`config.mk`:
```
export PLATFORM = sky130hd
export DESIGN_NAME = fir_mac_sequencer_flat
export DESIGN_NICKNAME = d
export VERILOG_FILES = /design/src/rtl/fir_mac_sequencer_if.sv /design/src/rtl/fir_mac_sequencer.sv /design/src/flat_wrapper.sv
export SDC_FILE = /design/constraint.sdc
export NUM_CORES = 1
export LEC_CHECK = 0
export ABC_AREA = 1
export BUFFER_PORTS_ARGS = -buffer_cell sky130_fd_sc_hd__clkbuf_2
export CORE_MARGIN = 10
export CORE_UTILIZATION = 30
export DETAILED_ROUTE_END_ITERATION = 10
export MAX_ROUTING_LAYER = met4
export PLACE_DENSITY_LB_ADDON = 0.3
export SETUP_SLACK_MARGIN = 0.15
export SLEW_MARGIN = 20
export SYNTH_ARGS = -nofsm -noshare
export SYNTH_HDL_FRONTEND = slang
export SYNTH_SLANG_ARGS = --single-unit
```
`constraint.sdc`:
```
create_clock -name clk -period 14.4 [get_ports clk]
set_input_delay 2.88 -clock clk [delete_from_list [all_inputs] [get_ports clk]]
set_output_delay 2.88 -clock clk [all_outputs]
set_load 0.005 [all_outputs]
```
`src/rtl/fir_mac_sequencer_if.sv`:
```
// Start/result signal bundle for fir_mac_sequencer.
// The slave modport is the sequencer side; the master modport is the tap-line/consumer side.
interface fir_mac_sequencer_if #(
  parameter int TOTAL_TAPS   = 9,
  parameter int BITS_PER_TAP = 8,
  parameter int COEF_BITS    = 8,
  parameter int ACC_BITS     = 20
);
  logic                               i_start_calc;
  logic [TOTAL_TAPS*BITS_PER_TAP-1:0] i_taps;
  logic [TOTAL_TAPS*COEF_BITS-1:0]    i_coefs;
  logic                               o_busy;
  logic [ACC_BITS-1:0]                o_value;
  logic                               o_valid;
  logic                               o_overrun;

  modport master (
    output i_start_calc, i_taps, i_coefs,
    input  o_busy, o_value, o_valid, o_overrun
  );

  modport slave (
    input  i_start_calc, i_taps, i_coefs,
    output o_busy, o_value, o_valid, o_overrun
  );
endinterface

```
`src/rtl/fir_mac_sequencer.sv`:
```
// Serial MAC sequencer for one FIR stage: snapshots the tap window on start,
// then accumulates one signed tap*coef product per clock through a shared multiplier.
module fir_mac_sequencer #(
  parameter int TOTAL_TAPS   = 9,
  parameter int BITS_PER_TAP = 8,
  parameter int TOTAL_BITS   = TOTAL_TAPS * BITS_PER_TAP,
  parameter int COEF_BITS    = 8,
  parameter int ACC_BITS     = 20
) (
  input logic                clk,
  input logic                rst_n,
  fir_mac_sequencer_if.slave bus
);

  localparam int IDX_W     = (TOTAL_TAPS > 1) ? $clog2(TOTAL_TAPS) : 1;
  localparam int PROD_BITS = BITS_PER_TAP + COEF_BITS;
  localparam logic [IDX_W-1:0] LAST_IDX = IDX_W'(TOTAL_TAPS - 1);

  typedef enum logic {IDLE, MAC} state_t;

  state_t state, next_state;

  logic [IDX_W-1:0]               idx;
  logic signed [ACC_BITS-1:0]     acc;
  logic signed [ACC_BITS-1:0]     acc_sum;
  logic signed [BITS_PER_TAP-1:0] snap     [TOTAL_TAPS];
  logic signed [BITS_PER_TAP-1:0] taps_arr [TOTAL_TAPS];
  logic signed [COEF_BITS-1:0]    coef_arr [TOTAL_TAPS];
  logic signed [BITS_PER_TAP-1:0] tap_cur;
  logic signed [COEF_BITS-1:0]    coef_cur;
  logic signed [PROD_BITS-1:0]    prod;
  logic [TOTAL_BITS-1:0]          taps_flat;
  logic                           last;

  assign taps_flat = bus.i_taps;

  for (genvar k = 0; k < TOTAL_TAPS; k++) begin : g_unpack
    assign taps_arr[k] = taps_flat[k*BITS_PER_TAP +: BITS_PER_TAP];
    assign coef_arr[k] = bus.i_coefs[k*COEF_BITS +: COEF_BITS];
  end

  // Coefficients are read live; only the taps need a snapshot.
  always_comb begin
    tap_cur  = snap[idx];
    coef_cur = coef_arr[idx];
    prod     = tap_cur * coef_cur;
    acc_sum  = acc + ACC_BITS'(prod);
    last     = (idx == LAST_IDX);
  end

  always_comb begin
    next_state = state;
    case (state)
      IDLE:    if (bus.i_start_calc) next_state = MAC;
      MAC:     if (last)             next_state = IDLE;
      default:                       next_state = IDLE;
    endcase
  end

  always_ff @(posedge clk or negedge rst_n) begin
    if (!rst_n) state <= IDLE;
    else        state <= next_state;
  end

  always_ff @(posedge clk or negedge rst_n) begin
    if (!rst_n) begin
      idx           <= '0;
      acc           <= '0;
      bus.o_value   <= '0;
      bus.o_valid   <= 1'b0;
      bus.o_overrun <= 1'b0;
      bus.o_busy    <= 1'b0;
      for (int unsigned k = 0; k < TOTAL_TAPS; k++) snap[k] <= '0;
    end else begin
      bus.o_valid   <= 1'b0;
      bus.o_overrun <= 1'b0;
      bus.o_busy    <= (next_state == MAC);
      case (state)
        IDLE: begin
          if (bus.i_start_calc) begin
            snap <= taps_arr;
            acc  <= '0;
            idx  <= '0;
          end
        end
        MAC: begin
          acc           <= acc_sum;
          idx           <= idx + 1'b1;
          bus.o_overrun <= bus.i_start_calc;
          if (last) begin
            bus.o_value <= acc_sum;
            bus.o_valid <= 1'b1;
          end
        end
        default: ;
      endcase
    end
  end

endmodule

```
`src/flat_wrapper.sv`:
```
// flat-port wrapper written by rule: the top's interface ports become plain ports
module fir_mac_sequencer_flat 
#(
  parameter int TOTAL_TAPS   = 9,
  parameter int BITS_PER_TAP = 8,
  parameter int TOTAL_BITS   = TOTAL_TAPS * BITS_PER_TAP,
  parameter int COEF_BITS    = 8,
  parameter int ACC_BITS     = 20
)
  (clk, rst_n, bus_i_start_calc, bus_i_taps, bus_i_coefs, bus_o_busy, bus_o_value, bus_o_valid, bus_o_overrun);
  fir_mac_sequencer_if #(.TOTAL_TAPS(TOTAL_TAPS), .BITS_PER_TAP(BITS_PER_TAP), .COEF_BITS(COEF_BITS), .ACC_BITS(ACC_BITS)) bus_i ();
  input logic clk;
  input logic rst_n;
  input wire logic [$bits(bus_i.i_start_calc)-1:0] bus_i_start_calc;
  input wire logic [$bits(bus_i.i_taps)-1:0] bus_i_taps;
  input wire logic [$bits(bus_i.i_coefs)-1:0] bus_i_coefs;
  output wire logic [$bits(bus_i.o_busy)-1:0] bus_o_busy;
  output wire logic [$bits(bus_i.o_value)-1:0] bus_o_value;
  output wire logic [$bits(bus_i.o_valid)-1:0] bus_o_valid;
  output wire logic [$bits(bus_i.o_overrun)-1:0] bus_o_overrun;
  assign bus_i.i_start_calc = bus_i_start_calc;
  assign bus_i.i_taps = bus_i_taps;
  assign bus_i.i_coefs = bus_i_coefs;
  assign bus_o_busy = bus_i.o_busy;
  assign bus_o_value = bus_i.o_value;
  assign bus_o_valid = bus_i.o_valid;
  assign bus_o_overrun = bus_i.o_overrun;
  fir_mac_sequencer #(.TOTAL_TAPS(TOTAL_TAPS), .BITS_PER_TAP(BITS_PER_TAP), .TOTAL_BITS(TOTAL_BITS), .COEF_BITS(COEF_BITS), .ACC_BITS(ACC_BITS)) u_core (.clk(clk), .rst_n(rst_n), .bus(bus_i));
endmodule
```
==> flow_metrics.py <==
metrics = {
    "sta": {
        "slew_viol_final": 0,
        "hold_viol_final": 0,
        "max_freq_mhz": 129,
        "finalClockSkew_ns": 0.0122,
        "fin_crit_sh_pct": 53.8,
        "rsz0062_at_grt": "false",
        "tightestPinTransition_ns": 1.02,
        "slew_headroom_pct": 32.0,
        "fin_setup_tns_ns": 0,
        "finalCriticalPeriod_ns": 7.74,
        "finalSetupViolations": 0,
    },
    "synthesis": {
        "yosysUniqueCellTypes": 33,
        "ys_seq_area_share_pct": 31.2,
        "synth_cells": 1093,
        "synth_warnings": 0,
        "synth_nets": 1376,
        "synth.avg_cell_area_um2": 8.74,
        "ys_seq_elements": 119,
        "syn_area_mm2": 0.00955,
    },
    "cells_and_area": {
        "area_growth_pct": 19.1,
        "finish.utilization_pct": 36.1,
        "nFillCells": 3260,
        "fin_nets": 1529,
        "regArea_mm2": 0.00298,
        "layout_commonest_cell": "nand2_1",
        "layout_common_cells": "nand2_1, clkbuf_2, inv_1",
        "final_layout_size_suffix_gt1_share_pct": 24.6,
        "antenna_cells": 0,
        "multiInputGateArea_mm2": 0.00569,
    },
    "global_route": {
        "antenna_found_initial": 0,
        "grt_max_degree": 76,
        "grt_pass1_wl_um": 45200,
        "overflow": 0,
        "grt_pass1_vias": 8313,
        "groute.usage.overall_pct": 15.2,
    },
    "setup_path": {
        "critPathKind": "in -> reg",
        "startpoint_type": "primary input",
        "cp.arrival_ns": 8.06,
        "worstPathRequired_ns": 14.72,
        "critPathMaxFanout": 13,
        "crit_slowest_cell": "fa_1",
        "worstSetupEndpointType": "flop",
        "slowest_delay_ns": 0.53,
        "path_cells": "clkbuf_2, nor2_1, nor2_1, o21ai_1, o211ai_1, nand3_1, nand2_2, nand2_1, inv_1, fa_1, fa_1, inv_1, fa_1, fa_1, inv_1, fa_1, ha_1, a21oi_1, nand2_1, nand2_1, nand2_1, or2_2, nand3_1, nand2_1",
    },
    "clocking": {
        "cts_setup_buffers": 0,
        "cts.clk_slew.worst_paths_ns": 0.06,
        "cts_made_buffers": 17,
        "cts.repair.resized": 0,
        "cts_max_path_buffers": 2,
        "cts_tree": "done",
        "cts-root-buf": "clkbuf_16",
        "ctsHoldBuffers": 0,
        "numClockSinks": 119,
        "insertion_delay_ns": 0.43,
        "htree_levels": 4,
    },
    "hold_path": {
        "hold_class": "reg -> reg",
    },
    "floorplanning": {
        "num_rows": 65,
        "die_w_um": 198,
        "initial_core_util_pct": 30.3,
        "core_mm2": 0.0315,
        "die_h_um": 198,
        "die_area_mm2": 0.0394,
        "top_level_ports": 170,
    },
    "run_status": {
        "status": "completed",
    },
    "route": {
        "drt_iter0_drc": 460,
        "drt_wl_total_um": 27800,
        "drc_errors": 0,
        "postRouteAntennaNets": 0,
        "wl_per_cell_um": 16.8,
        "vias": 7685,
        "drt_pass1_iterations": 5,
        "via_per_inst": 4.63,
    },
    "place": {
        "place_congestion": 0.884,
        "place_hpwl_um": 21500,
        "port_buffers": 169,
    },
    "run": {
        "cap_violations": 0,
    },
}
-- metrics by stage --
| stage | instance area [um2] | hold slack (ns) | instances | setup slack [ns] |
|---|---|---|---|---|
| floorplan | 9550 | 0.459 | 1093 | 6.90 |
| global placement | 10700 | 0.467 | 1629 | 6.25 |
| detailed placement | 10700 | 0.471 | 1629 | 6.20 |
| CTS | 11400 | 0.486 | 1661 | 6.62 |
| global route | 11400 | 0.506 | 1661 | 6.24 |
| finish | 11400 | 0.480 | 1661 | 6.66 |
-- metal layers --
metal / track usage [%] / vias up / part of all wire (%)
met4: 4.52 / 0 / 1.8
li1: - / 3769 / -
met3: 2.38 / 30 / 3.7
met5: - / - / 0
met1: 19.0 / 3731 / 45
met2: 24.9 / 155 / 50
-- cells in the mapped netlist --
library cell | count | area [um2]
nand2_1 | 201 | 754
inv_1 | 166 | 623
nor2_1 | 121 | 454
dfrtp_1 | 119 | 2980
fa_1 | 88 | 1760
mux2_2 | 71 | 800
o21ai_0 | 61 | 305
nand3_1 | 52 | 260
ha_1 | 48 | 601
o211ai_1 | 30 | 225
o21ai_1 | 24 | 120
buf_2 | 19 | 95.1
nand2_2 | 16 | 100
a21oi_1 | 14 | 70.1
clkbuf_1 | 12 | 45.0
inv_2 | 8 | 30.0
buf_6 | 6 | 67.6
nand4_1 | 6 | 37.5
nand3b_1 | 5 | 37.5
o22ai_1 | 5 | 31.3
xnor2_1 | 5 | 43.8
buf_1 | 3 | 11.3
buf_4 | 2 | 15.0
o21a_1 | 2 | 15.0
a22o_1 | 1 | 8.76
and2_1 | 1 | 6.26
clkbuf_2 | 1 | 5.00
nor3_1 | 1 | 5.00
o211ai_2 | 1 | 12.5
o21ai_2 | 1 | 8.76
o221ai_1 | 1 | 8.76
or2_2 | 1 | 6.26
xor2_1 | 1 | 8.76
-- state kept, by name, indices dropped and copies added, names as in the netlist --
register,flops
u_core.idx,4
u_core.snap,72
u_core.bus.o_valid,1
u_core.bus.o_value,20
u_core.state,1
u_core.bus.o_overrun,1
u_core.acc,20
-- kinds of logic after synthesis --
kind of cell,Yosys count,share of synthesized area [%]
simple gates,404,17.4
buf+inv,217,9.34
compound gates,140,8.44
fa+ha+maj,136,24.7
flops,119,31.2
mux,71,8.37
xor+xnor,6,0.550
-- critical path: cells and delay by family --
| kind | cells | cell delay (ns) |
|---|---|---|
| fa+ha+maj | 6 | 2.85 |
| buf+inv | 4 | 0.65 |
| simple gates | 11 | 1.27 |
| compound gates | 3 | 0.40 |
-- final cells by class --
type                    instances  share of cell area, %
flip-flops and latches        119                   26.2
repair buffers                177                   7.98
well taps                     402                   4.42
inverters                     174                   5.74
clock buffers                  19                   3.98
clock inverters                13                   1.67
multi-input cells             757                   50.0
-- path summary, 6_finish.rpt --
check	from	to	slack, ns	cells past startpoint
setup / recovery	bus_i_coefs[32]	u_core.acc[12]	6.66	24
hold / removal	u_core.bus.o_value[16]	u_core.bus.o_value[16]	0.48	2
setup reg to reg	u_core.idx[0]	u_core.acc[12]	7.84	23
hold reg to reg	u_core.bus.o_value[16]	u_core.bus.o_value[16]	0.48	2
max in group asynchronous	rst_n	u_core.idx[1]	10.54	2
min in group asynchronous	rst_n	u_core.snap[69]	2.49	1
Power is not shown: default switching activity piles up to over one toggle a cycle in this logic, so the estimate is an artifact.
